===== config.mk =====
export PLATFORM = sky130hd
export DESIGN_NAME = fetch_unit
export DESIGN_NICKNAME = d
export VERILOG_FILES = /design/src/rtl/riscv_pkg.sv /design/src/rtl/fetch_pc_next.sv /design/src/rtl/fetch_unit.sv
export SDC_FILE = /design/constraint.sdc
export NUM_CORES = 1
export LEC_CHECK = 0
export ABC_AREA = 1
export CORE_MARGIN = 5
export CORE_UTILIZATION = 40
export CTS_BUF_LIST = sky130_fd_sc_hd__clkbuf_16
export DETAILED_ROUTE_END_ITERATION = 16
export GPL_TIMING_DRIVEN = 0
export PLACE_DENSITY_LB_ADDON = 0.25
export SYNTH_ARGS = -nofsm -noshare
export SYNTH_HDL_FRONTEND = slang
export SYNTH_SLANG_ARGS = --single-unit

===== constraint.sdc =====
create_clock -name clk -period 2.8 [get_ports clk]
set_input_delay 0.56 -clock clk [delete_from_list [all_inputs] [get_ports clk]]
set_output_delay 0.56 -clock clk [all_outputs]
set_load 0.005 [all_outputs]

===== src/rtl/riscv_pkg.sv =====
// Shared definitions for the RV32I core: data width, reset defaults,
// opcode constants and the fetch-stage FSM state encoding.
package riscv_pkg;

  localparam int XLEN = 32;

  localparam logic [XLEN-1:0] NOP_INSTR        = 32'h0000_0013; // addi x0,x0,0
  localparam logic [XLEN-1:0] RESET_PC_DEFAULT = 32'h0000_0000;

  localparam logic [6:0] OP_LOAD   = 7'b0000011;
  localparam logic [6:0] OP_STORE  = 7'b0100011;
  localparam logic [6:0] OP_RTYPE  = 7'b0110011;
  localparam logic [6:0] OP_ITYPE  = 7'b0010011;
  localparam logic [6:0] OP_BRANCH = 7'b1100011;

  typedef enum logic [1:0] {
    ST_IDLE  = 2'd0,
    ST_FETCH = 2'd1,
    ST_EXEC  = 2'd2,
    ST_HALT  = 2'd3
  } fetch_state_e;

endpackage


===== src/rtl/fetch_pc_next.sv =====
// Next-PC arithmetic for the fetch stage. Purely combinational.
// All sums wrap modulo 2^32. The immediate is used unshifted.
module fetch_pc_next
  import riscv_pkg::*;
(
  input  logic [XLEN-1:0] pc_i,
  input  logic [XLEN-1:0] imm_ext_i,
  input  logic            pc_src_i,
  output logic [XLEN-1:0] pc_plus4_o,
  output logic [XLEN-1:0] target_o,
  output logic [XLEN-1:0] next_o,
  output logic            misaligned_o
);

  assign pc_plus4_o   = pc_i + 32'd4;
  assign target_o     = pc_i + imm_ext_i;
  assign next_o       = pc_src_i ? target_o : pc_plus4_o;
  // pc itself is always word aligned, so only a taken branch can misalign.
  assign misaligned_o = pc_src_i && (target_o[1:0] != 2'b00);

endmodule


===== src/rtl/fetch_unit.sv =====
// Instruction fetch stage: owns the PC, fetches over a req/ack port,
// holds the instruction for one execute window, then selects the next PC.
//
// Memory handshake: imem_req is high only in FETCH, and imem_req and
// imem_addr stay constant until a rising edge on which imem_ack=1; that
// edge captures imem_rdata. imem_ack seen in any other state is ignored.
module fetch_unit
  import riscv_pkg::*;
#(
  parameter logic [XLEN-1:0] RESET_PC = RESET_PC_DEFAULT,
  parameter logic [XLEN-1:0] NOP      = NOP_INSTR
) (
  input  logic              clk,
  input  logic              rst_n,
  output logic              imem_req,
  output logic [XLEN-1:0]   imem_addr,
  input  logic              imem_ack,
  input  logic [XLEN-1:0]   imem_rdata,
  input  logic              PCsrc,
  input  logic [XLEN-1:0]   ImmExt,
  input  logic              stall,
  output logic [XLEN-1:0]   instr,
  output logic [6:0]        op,
  output logic [2:0]        funct3,
  output logic              funct75,
  output logic [XLEN-1:0]   pc,
  output logic [XLEN-1:0]   pc_plus4,
  output logic              instr_valid,
  output logic              trap,
  output logic [XLEN-1:0]   trap_pc,
  output fetch_state_e      dbg_state
);

  fetch_state_e    state_q, state_d;
  logic [XLEN-1:0] pc_q, pc_d;
  logic [XLEN-1:0] instr_q, instr_d;
  logic            trap_q, trap_d;
  logic [XLEN-1:0] trap_pc_q, trap_pc_d;

  logic [XLEN-1:0] target;
  logic [XLEN-1:0] next_pc;
  logic            misaligned;

  fetch_pc_next u_pc_next (
    .pc_i         (pc_q),
    .imm_ext_i    (ImmExt),
    .pc_src_i     (PCsrc),
    .pc_plus4_o   (pc_plus4),
    .target_o     (target),
    .next_o       (next_pc),
    .misaligned_o (misaligned)
  );

  // State and datapath registers, asynchronously reset.
  always_ff @(posedge clk or negedge rst_n) begin
    if (!rst_n) begin
      state_q   <= ST_IDLE;
      pc_q      <= RESET_PC;
      instr_q   <= NOP;
      trap_q    <= 1'b0;
      trap_pc_q <= '0;
    end else begin
      state_q   <= state_d;
      pc_q      <= pc_d;
      instr_q   <= instr_d;
      trap_q    <= trap_d;
      trap_pc_q <= trap_pc_d;
    end
  end

  // Next-state logic: fetch, execute window, and the sticky trap halt.
  always_comb begin
    state_d   = state_q;
    pc_d      = pc_q;
    instr_d   = instr_q;
    trap_d    = trap_q;
    trap_pc_d = trap_pc_q;
    unique case (state_q)
      ST_IDLE: begin
        state_d = ST_FETCH;
      end
      ST_FETCH: begin
        if (imem_ack) begin
          instr_d = imem_rdata;
          state_d = ST_EXEC;
        end
      end
      ST_EXEC: begin
        // PCsrc/ImmExt only matter on the cycle that ends the window.
        if (!stall) begin
          if (misaligned) begin
            state_d   = ST_HALT;
            trap_d    = 1'b1;
            trap_pc_d = target;
          end else begin
            pc_d    = next_pc;
            state_d = ST_FETCH;
          end
        end
      end
      ST_HALT: begin
        state_d = ST_HALT;
      end
      default: begin
        state_d = ST_IDLE;
      end
    endcase
  end

  assign imem_req    = (state_q == ST_FETCH);
  assign imem_addr   = pc_q;
  assign instr_valid = (state_q == ST_EXEC);
  assign instr       = instr_q;
  assign op          = instr_q[6:0];
  assign funct3      = instr_q[14:12];
  assign funct75     = instr_q[30];
  assign pc          = pc_q;
  assign trap        = trap_q;
  assign trap_pc     = trap_pc_q;
  assign dbg_state   = state_q;

endmodule


==> flow_summary.toml, run 1 <==
[finish]
layout.cells.non_filler = 1643
area_growth_pct = 50.2
fillers = 1728
antenna_cells = 0
stdcell_area_mm2 = 0.0112
drive_gt1_frac = 0.176
nNetsFinal = 1506

[synthesis]
synth_top_family_by_area = "simple AND/OR/NAND/NOR gates"
yosys.area_share.xor_xnor = 0.0351
synth.area.top_cells = "dfrtp_1 32%, nand2_1 20%, inv_1 8.0%, ha_1 5.4%, nand3_1 5.2%"
synth.most_common_cell = "nand2_1"
yosys_warnings = 0
synthAdderAreaFrac = 0.0562
yosysUniqueCellTypes = 40
synth_top_area_frac = 0.321
seq_area_frac_synth = 0.332
async_flop_share = 1.00
netlist_top_cells_count = "401 x nand2_1, 160 x inv_1, 96 x dfrtp_1, 79 x nor2_1, 77 x nand3_1"
syn_area_mm2 = 0.00748
avgSynthCellArea_um2 = 6.86
syn_nets = 1193
yosys.area_share.simple = 0.337
netlist_instances = 1091
synth_ff_type = "dfrtp_1"
ys_ff_latch = 99
yosysTopAreaCell = "dfrtp_1"
synth_compound_area_frac = 0.0505
muxShareOfSynthArea = 0.0482
synth_edf_count = 0

[critical_path]
critPathMaxStageDelay_ps = 530
worst-path-buf-inv = 1
cp.depth = 6
cp_top_family = "simple AND/OR/NAND/NOR gates"
critPathKind = "flip-flop to output pin"
critical_path_required_ps = 2240
critical_path.startpoint_type = "flip-flop"
crit_top_cell = "nand2_1"
cp_max_fo = 6
crit_chain = "nand2_1 > nor3_4 > nand2_1 > nor2_4 > xor2_2 > clkdlybuf4s50_1"
cp.arrival_ps = 2210
crit_path_end_kind = "output pin"
r2r_cells = 13
slowest_stage = "clkdlybuf4s50_1"

[sta]
fin_crit_sh = 0.988
finalHoldViolations = 0
max_clock_freq_mhz = 362
setup_ws_ps = 34.8
fin_crit_ps = 2770
hold_ws_ps = 146
finalSetupViolations = 0
fin_skew_ps = 15.1
worst_slew_pin_slew_ps = 507
rsz0062_at_grt = "yes"
slew_viol_final = 0
relSlewSlack = 0.662

[clock_network]
cts_buffer_depth = 2
clk_pin_slew_ps = 80
cts_hold_buf = 0
insertion_delay_ps = 360
cts_root_buf = "clkbuf_16"
htreeDepth = 3
numCtsBuffers = 9
cts_sinks = 99
cts_tree = "done"

[pwr]
p_clk_frac = 0.109
p_int_uw = 7250
powerDensity_mw_per_mm2 = 1100
p_seq_frac = 0.227
p_leak_uw = 0.00573
combPwrFrac = 0.664
ir_drop_uv = 516
switching_share = 0.415
p_switching_uw = 5140

[route]
wl_per_cell_um = 16.1
via_per_inst = 4.86
drcViolationCount = 0
first_pass_iters = 5
wirelength_mm = 26.5
drtIter0Drc = 480
vias = 7986
ant_nets = 0

[global_route]
antenna_found_initial = 0
grt_use_total = 0.237
grt_pass1_wl_mm = 40.6
grt_pass1_vias = 7668
gr-total-overflow = 0
grt_start_max_net_pins = 67

[placement]
post-place-ws_ps = -534
place.gp.congestion = 0.953
dpl-instance-area_mm2 = 0.0102
placed_cells = 1570
hpwl_mm = 20.9
portBuffers = 244

[run_status]
status = "completed"

[floorplan]
die_y_um = 147
die_w_um = 147
start_util = 0.403
rows = 50
io_pins = 245
core-area_mm2 = 0.0186
dieArea_mm2 = 0.0215

[hold_path]
worstHoldPathType = "input pin to async pin"

[flow_run]
maxCapViolations = 0
==> path summary, 6_finish.rpt <==
check	startpoint	end	slack, ps
max	imem_addr[6]$_DFFE_PN0P_	pc_plus4[14]	30
min	rst_n	imem_addr[5]$_DFFE_PN0P_	150
max reg2reg	imem_addr[0]$_DFFE_PN0P_	imem_addr[21]$_DFFE_PN0P_	290
min reg2reg	trap_pc[0]$_DFFE_PN0P_	trap_pc[0]$_DFFE_PN0P_	480
max in group asynchronous	rst_n	instr[4]$_DFFE_PN1P_	1920
min in group clk	trap_pc[0]$_DFFE_PN0P_	trap_pc[0]$_DFFE_PN0P_	480
==> registers in the layout (all words and copies together), names as in the netlist <==
name	cells
instr	32
dbg_state	2
trap_pc	32
trap	1
imem_addr	32
==> power groups by stage <==
stage / Clock (µW) / Combinational, µW / Sequential [µW]
finish: 1350 / 8230 / 2810
global route: 1430 / 9020 / 2920
CTS: 1370 / 7830 / 2850
detailed placement: 0 / 7390 / 2930
global placement: 0 / 7330 / 2900
floorplan: 0 / 3820 / 2770
==> repair_timing <==
action                                  CTS  global route
endpoints found under the setup margin   64            57
buffers inserted                         26            31
resized for setup                        49            32
pin swaps                                 8             7
==> layout make-up <==
type / count / area [µm²] / share of cell area
plain buffers: 62 / 447 / 0.0398
clock buffers: 9 / 225 / 0.0200
clock inverters: 7 / 97.6 / 0.00869
inverters: 167 / 629 / 0.0560
multi-input cells: 763 / 4130 / 0.368
flip-flops and latches: 99 / 2510 / 0.224
well taps: 234 / 293 / 0.0261
repair buffers: 302 / 2900 / 0.258
==> logic make-up after synthesis <==
family	after synthesis
AOI/OAI and AO/OA	64
xor gates and xnor gates	30
adders and majority gates	33
buffers and inverters	229
DFF	99
muxes	32
and+or+nand+nor	604
==> routing by layer <==
| layer | track usage | part of all wire | up-vias |
|---|---|---|---|
| met5 | 0 | 0 | - |
| met4 | 0.0701 | 0.024 | 0 |
| met3 | 0.0697 | 0.095 | 37 |
| met2 | 0.389 | 0.46 | 321 |
| met1 | 0.304 | 0.42 | 3658 |
| li1 | - | - | 3970 |
==> metrics by stage <==
step           setup TNS, ps  power, µW   util
2_1_floorplan              0       6590      -
3_3_place_gp         -301310      10200  0.550
3_5_place_dp          -24020      10300  0.551
4_1_cts                -2.00      12000  0.587
5_1_grt                 -475      13400  0.605
6_report                   0      12400  0.605
==> layout by cell type, fill, tap and decap left out, types with 3 or more instances in the layout <==
| cell | instances |
|---|---|
| o211ai_1 | 3 |
| nor3_4 | 4 |
| o21ai_1 | 9 |
| xor2_2 | 5 |
| nor2_1 | 72 |
| dlygate4sd2_1 | 4 |
| o221ai_1 | 4 |
| buf_4 | 102 |
| a21oi_1 | 31 |
| buf_2 | 10 |
| mux2_2 | 32 |
| nor2_4 | 8 |
| nand4_1 | 7 |
| inv_1 | 159 |
| dfrtp_1 | 71 |
| dfrtp_2 | 25 |
| nand3b_1 | 5 |
| nand2_1 | 396 |
| nand2_2 | 4 |
| nor2_2 | 5 |
| nor3_1 | 8 |
| ha_1 | 30 |
| or2_2 | 3 |
| nor3_2 | 5 |
| clkbuf_16 | 9 |
| o21bai_1 | 4 |
| xnor2_1 | 9 |
| dfstp_2 | 3 |
| clkdlybuf4s50_1 | 237 |
| buf_6 | 5 |
| nand3_1 | 77 |
| xor2_1 | 16 |
| inv_2 | 7 |
| nand2_4 | 3 |
| a22oi_1 | 5 |
Note: power is estimated with default switching activity, not from simulation.
==> run 2, diff against run 1 <==
Settings changed: TNS_END_PERCENT set to 30.
==> flow_summary.toml, run 2 (synthesis results as in run 1) <==
[run_status]
status = "complete, but fails checks"
violations = "setup timing"

[sta]
fin_crit_sh = 1.00
max_clock_freq_mhz = 357
finalHoldViolations = 0
fin_skew_ps = 15.9
relSlewSlack = 0.664
worst_slew_pin_slew_ps = 505
slew_viol_final = 0
fin_crit_ps = 2800
hold_ws_ps = 150
finalSetupViolations = 1
rsz0062_at_grt = "yes"
setup_ws_ps = -3.45

[critical_path]
crit_chain = "nand2_1 > nor2_4 > nand2_2 > nor3_4 > nand3b_1 > nand2_1 > clkdlybuf4s50_1"
worst-path-buf-inv = 1
cp.depth = 7
cp_top_family = "simple AND/OR/NAND/NOR gates"
cp_max_fo = 5
critical_path.startpoint_type = "flip-flop"
cp.arrival_ps = 2240
critPathMaxStageDelay_ps = 520
slowest_stage = "clkdlybuf4s50_1"
critPathKind = "flip-flop to output pin"
r2r_cells = 12
crit_path_end_kind = "output pin"
crit_top_cell = "nand2_1"
critical_path_required_ps = 2240

[finish]
regArea_mm2 = 0.00251
fillers = 1733
area_growth_pct = 49.3
nNetsFinal = 1494
multiInputGateArea_mm2 = 0.00414
antenna_cells = 0
final_cell_mix = "396 x nand2_1, 236 x clkdlybuf4s50_1, 160 x inv_1"
stdcell_area_mm2 = 0.0112
drive_gt1_frac = 0.169
final_common_cell = "nand2_1"

[route]
wirelength_mm = 26.6
drcViolationCount = 0
via_per_inst = 4.93
first_pass_iters = 7
ant_nets = 0
drtIter0Drc = 462
wl_per_cell_um = 16.3
vias = 8039

[pwr]
p_seq_frac = 0.233
combPwrFrac = 0.658
p_switching_uw = 5130
finalPower_uw = 12300
p_int_uw = 7180
ir_drop_uv = 515
switching_share = 0.417
p_leak_uw = 0.00569
p_clk_frac = 0.109
powerDensity_mw_per_mm2 = 1100

[floorplan]
dieArea_mm2 = 0.0215
start_util = 0.403
rows = 50
die_w_um = 147
io_pins = 245
die_y_um = 147
core-area_mm2 = 0.0186

[global_route]
gr-total-overflow = 0
grt_start_max_net_pins = 67
grt_pass1_wl_mm = 40.3
grt_pass1_vias = 7644
grt_use_total = 0.236
antenna_found_initial = 0

[placement]
portBuffers = 244
hpwl_mm = 20.9
post-place-ws_ps = -534
place.gp.congestion = 0.953
dpl-instance-area_mm2 = 0.0102

[clock_network]
clk_pin_slew_ps = 80
numCtsBuffers = 9
cts_sinks = 99
cts_tree = "done"
cts_buffer_depth = 2
cts_root_buf = "clkbuf_16"
cts_hold_buf = 0
htreeDepth = 3
insertion_delay_ps = 360

[flow_run]
maxCapViolations = 0

[hold_path]
worstHoldPathType = "input pin to async pin"
run 2: through the flow:
stage          instances  utilization  setup TNS (ps)
2_1_floorplan       1091            -               0
3_3_place_gp        1569        0.550         -301310
3_5_place_dp        1570        0.551          -24020
4_1_cts             1598        0.580            -454
5_1_grt             1631        0.601            -564
6_report            1631        0.601           -3.45
run 2: worst paths after layout:
path                                      startpoint                   endpoint  slack [ps]
min in group clk              trap_pc[0]$_DFFE_PN0P_     trap_pc[0]$_DFFE_PN0P_         480
min reg2reg                   trap_pc[0]$_DFFE_PN0P_     trap_pc[0]$_DFFE_PN0P_         480
min                                            rst_n   imem_addr[5]$_DFFE_PN0P_         150
max in group asynchronous                      rst_n       instr[4]$_DFFE_PN1P_        1910
max reg2reg                 imem_addr[0]$_DFFE_PN0P_  imem_addr[26]$_DFFE_PN0P_         290
max                        imem_addr[14]$_DFFE_PN0P_               pc_plus4[31]          -3
run 2: routing by layer:
metal	track usage	up-vias	wire (µm)
li1	-	3950	-
met1	0.302	3701	11000
met2	0.386	345	12300
met3	0.0688	43	2630
met4	0.0701	0	630
met5	0	-	0
run 2: what timing repair did:
item | CTS | global route
buffers inserted | 12 | 33
pin swaps | 8 | 8
resized for setup | 43 | 39
endpoints found under the setup margin | 64 | 67
run 2: layout make-up:
cell class | instances | area share
plain buffers | 62 | 0.0400
flip-flops and latches | 99 | 0.225
well taps | 234 | 0.0262
inverters | 167 | 0.0564
multi-input cells | 763 | 0.371
clock buffers | 9 | 0.0202
clock inverters | 7 | 0.00874
repair buffers | 290 | 0.253
run 2: power groups by stage:
stage	clock network [µW]	registers, µW	logic, µW
floorplan	0	2770	3820
global placement	0	2900	7330
detailed placement	0	2930	7390
CTS	1370	2910	7630
global route	1430	2970	8880
finish	1340	2860	8110
==> run 3, diff against run 2 <==
Settings changed: CORE_UTILIZATION 40 to 37.
==> flow_summary.toml, run 3 (synthesis results as in run 1) <==
[run_status]
status = "complete, but fails checks"
violations = "setup timing"

[sta]
fin_crit_ps = 2820
max_clock_freq_mhz = 355
setup_ws_ps = -20.0
fin_setup_tns_ps = -20.0
worst_slew_pin_slew_ps = 624
finalHoldViolations = 0
fin_skew_ps = 9.56
rsz0062_at_grt = "yes"
slew_viol_final = 0
relSlewSlack = 0.584
fin_crit_sh = 1.01
finalSetupViolations = 1

[placement]
post-place-ws_ps = -541
portBuffers = 244
hpwl_mm = 21.3
placed_cells = 1606
place.gp.congestion = 0.965

[finish]
drive_gt1_frac = 0.175
antenna_cells = 0
fillers = 2011
regArea_mm2 = 0.00251
nNetsFinal = 1499
multiInputGateArea_mm2 = 0.00416
fin_util = 0.561
final_common_cell = "nand2_1"
final_cell_mix = "398 x nand2_1, 234 x clkdlybuf4s50_1, 158 x inv_1"
layout.cells.non_filler = 1672
area_growth_pct = 50.3

[global_route]
grt_pass1_vias = 7856
antenna_found_initial = 0
grt_pass1_wl_mm = 41.4
grt_use_total = 0.222
grt_start_max_net_pins = 57
gr-total-overflow = 0

[clock_network]
cts_buffer_depth = 2
numCtsBuffers = 9
cts_tree = "done"
clk_pin_slew_ps = 80
cts_root_buf = "clkbuf_16"
insertion_delay_ps = 360
htreeDepth = 3
cts_sinks = 99

[hold_path]
worstHoldPathType = "input pin to async pin"

[critical_path]
critPathLaunch = "imem_addr[10]$_DFFE_PN0P_"
r2r-start = "imem_addr[0]$_DFFE_PN0P_"
cp_max_fo = 4
cp.depth = 6
worst-path-buf-inv = 1
critical_path_required_ps = 2240
crit_chain = "nand2_2 > nor2_1 > nand2_1 > nor3_2 > xor2_1 > clkdlybuf4s50_1"
slowest_stage = "clkdlybuf4s50_1"
r2r_cells = 11
cp.arrival_ps = 2260
crit_path_end_kind = "output pin"
cp_top_family = "simple AND/OR/NAND/NOR gates"
critPathMaxStageDelay_ps = 570
critical_path.startpoint_type = "flip-flop"
critPathKind = "flip-flop to output pin"
reg2reg_setup_slack_ps = 300
r2r-end = "trap_pc[23]$_DFFE_PN0P_"

[floorplan]
rows = 52
dieArea_mm2 = 0.0232
io_pins = 245
core-area_mm2 = 0.0200
die_w_um = 152
die_y_um = 152
start_util = 0.373

[pwr]
finalPower_uw = 12300
ir_drop_uv = 452
p_leak_uw = 0.00570
powerDensity_mw_per_mm2 = 1090

[flow_run]
maxCapViolations = 0

[route]
via_per_inst = 4.77
drtIter0Drc = 387
drcViolationCount = 0
vias = 7976
wirelength_mm = 26.7
first_pass_iters = 5
wl_per_cell_um = 16.0
ant_nets = 0
run 3: changes by cell type in the layout (fill, tap and decap cells not counted), moves of 3 or more:
cell | before | now
dlymetal6s2s_1 | 3 | 6
nand3_1 | 77 | 73
buf_4 | 90 | 94
nand3_2 | 0 | 4
a22oi_2 | 0 | 3
inv_8 | 0 | 3
a22oi_1 | 6 | 3
run 3: worst max path at each step:
stage / slack [ps] / endpoint
after floorplan: 570 / imem_addr[30]$_DFFE_PN0P_
after global placement: -2810 / instr[25]$_DFFE_PN0P_
after detailed placement: -540 / imem_addr[28]$_DFFE_PN0P_
after CTS: -40 / pc_plus4[17]
after global routing: -90 / pc_plus4[21]
final: -20 / pc_plus4[21]
run 3: final cells by class:
class	instances	area share
buffer	62	0.0399
timing repair buffer	295	0.255
clock inverter	7	0.00590
sequential	99	0.224
clock buffer	9	0.0200
inverter	167	0.0560
tap	270	0.0301
multi-input combinational	763	0.370
run 3: metrics by stage:
stage / hold WS (ps) / cell area (µm²)
after floorplan: 264 / 7480
after global placement: 450 / 10300
after detailed placement: 459 / 10300
after CTS: 218 / 10900
after global routing: 232 / 11200
final: 202 / 11200
run 3: where the power goes:
group | internal (µW) | switching (µW) | total (µW)
logic | 4360 | 3820 | 8180
registers | 2150 | 664 | 2820
clock network | 628 | 628 | 1260
total | 7140 | 5110 | 12300
run 3: what timing repair did:
item	4_1_cts	5_1_grt
hold buffers	0	0
hold endpoints to repair	0	0
buffers inserted	19	31
pin swaps	8	11
setup endpoints to repair	66	70
resized for setup	53	38
run 3: per-layer routing:
metal	track usage	wire length, µm	share of wire
met3	0.0659	2430	0.091
met5	0	0	0
met2	0.360	12100	0.45
met1	0.290	11600	0.44
met4	0.0612	563	0.021
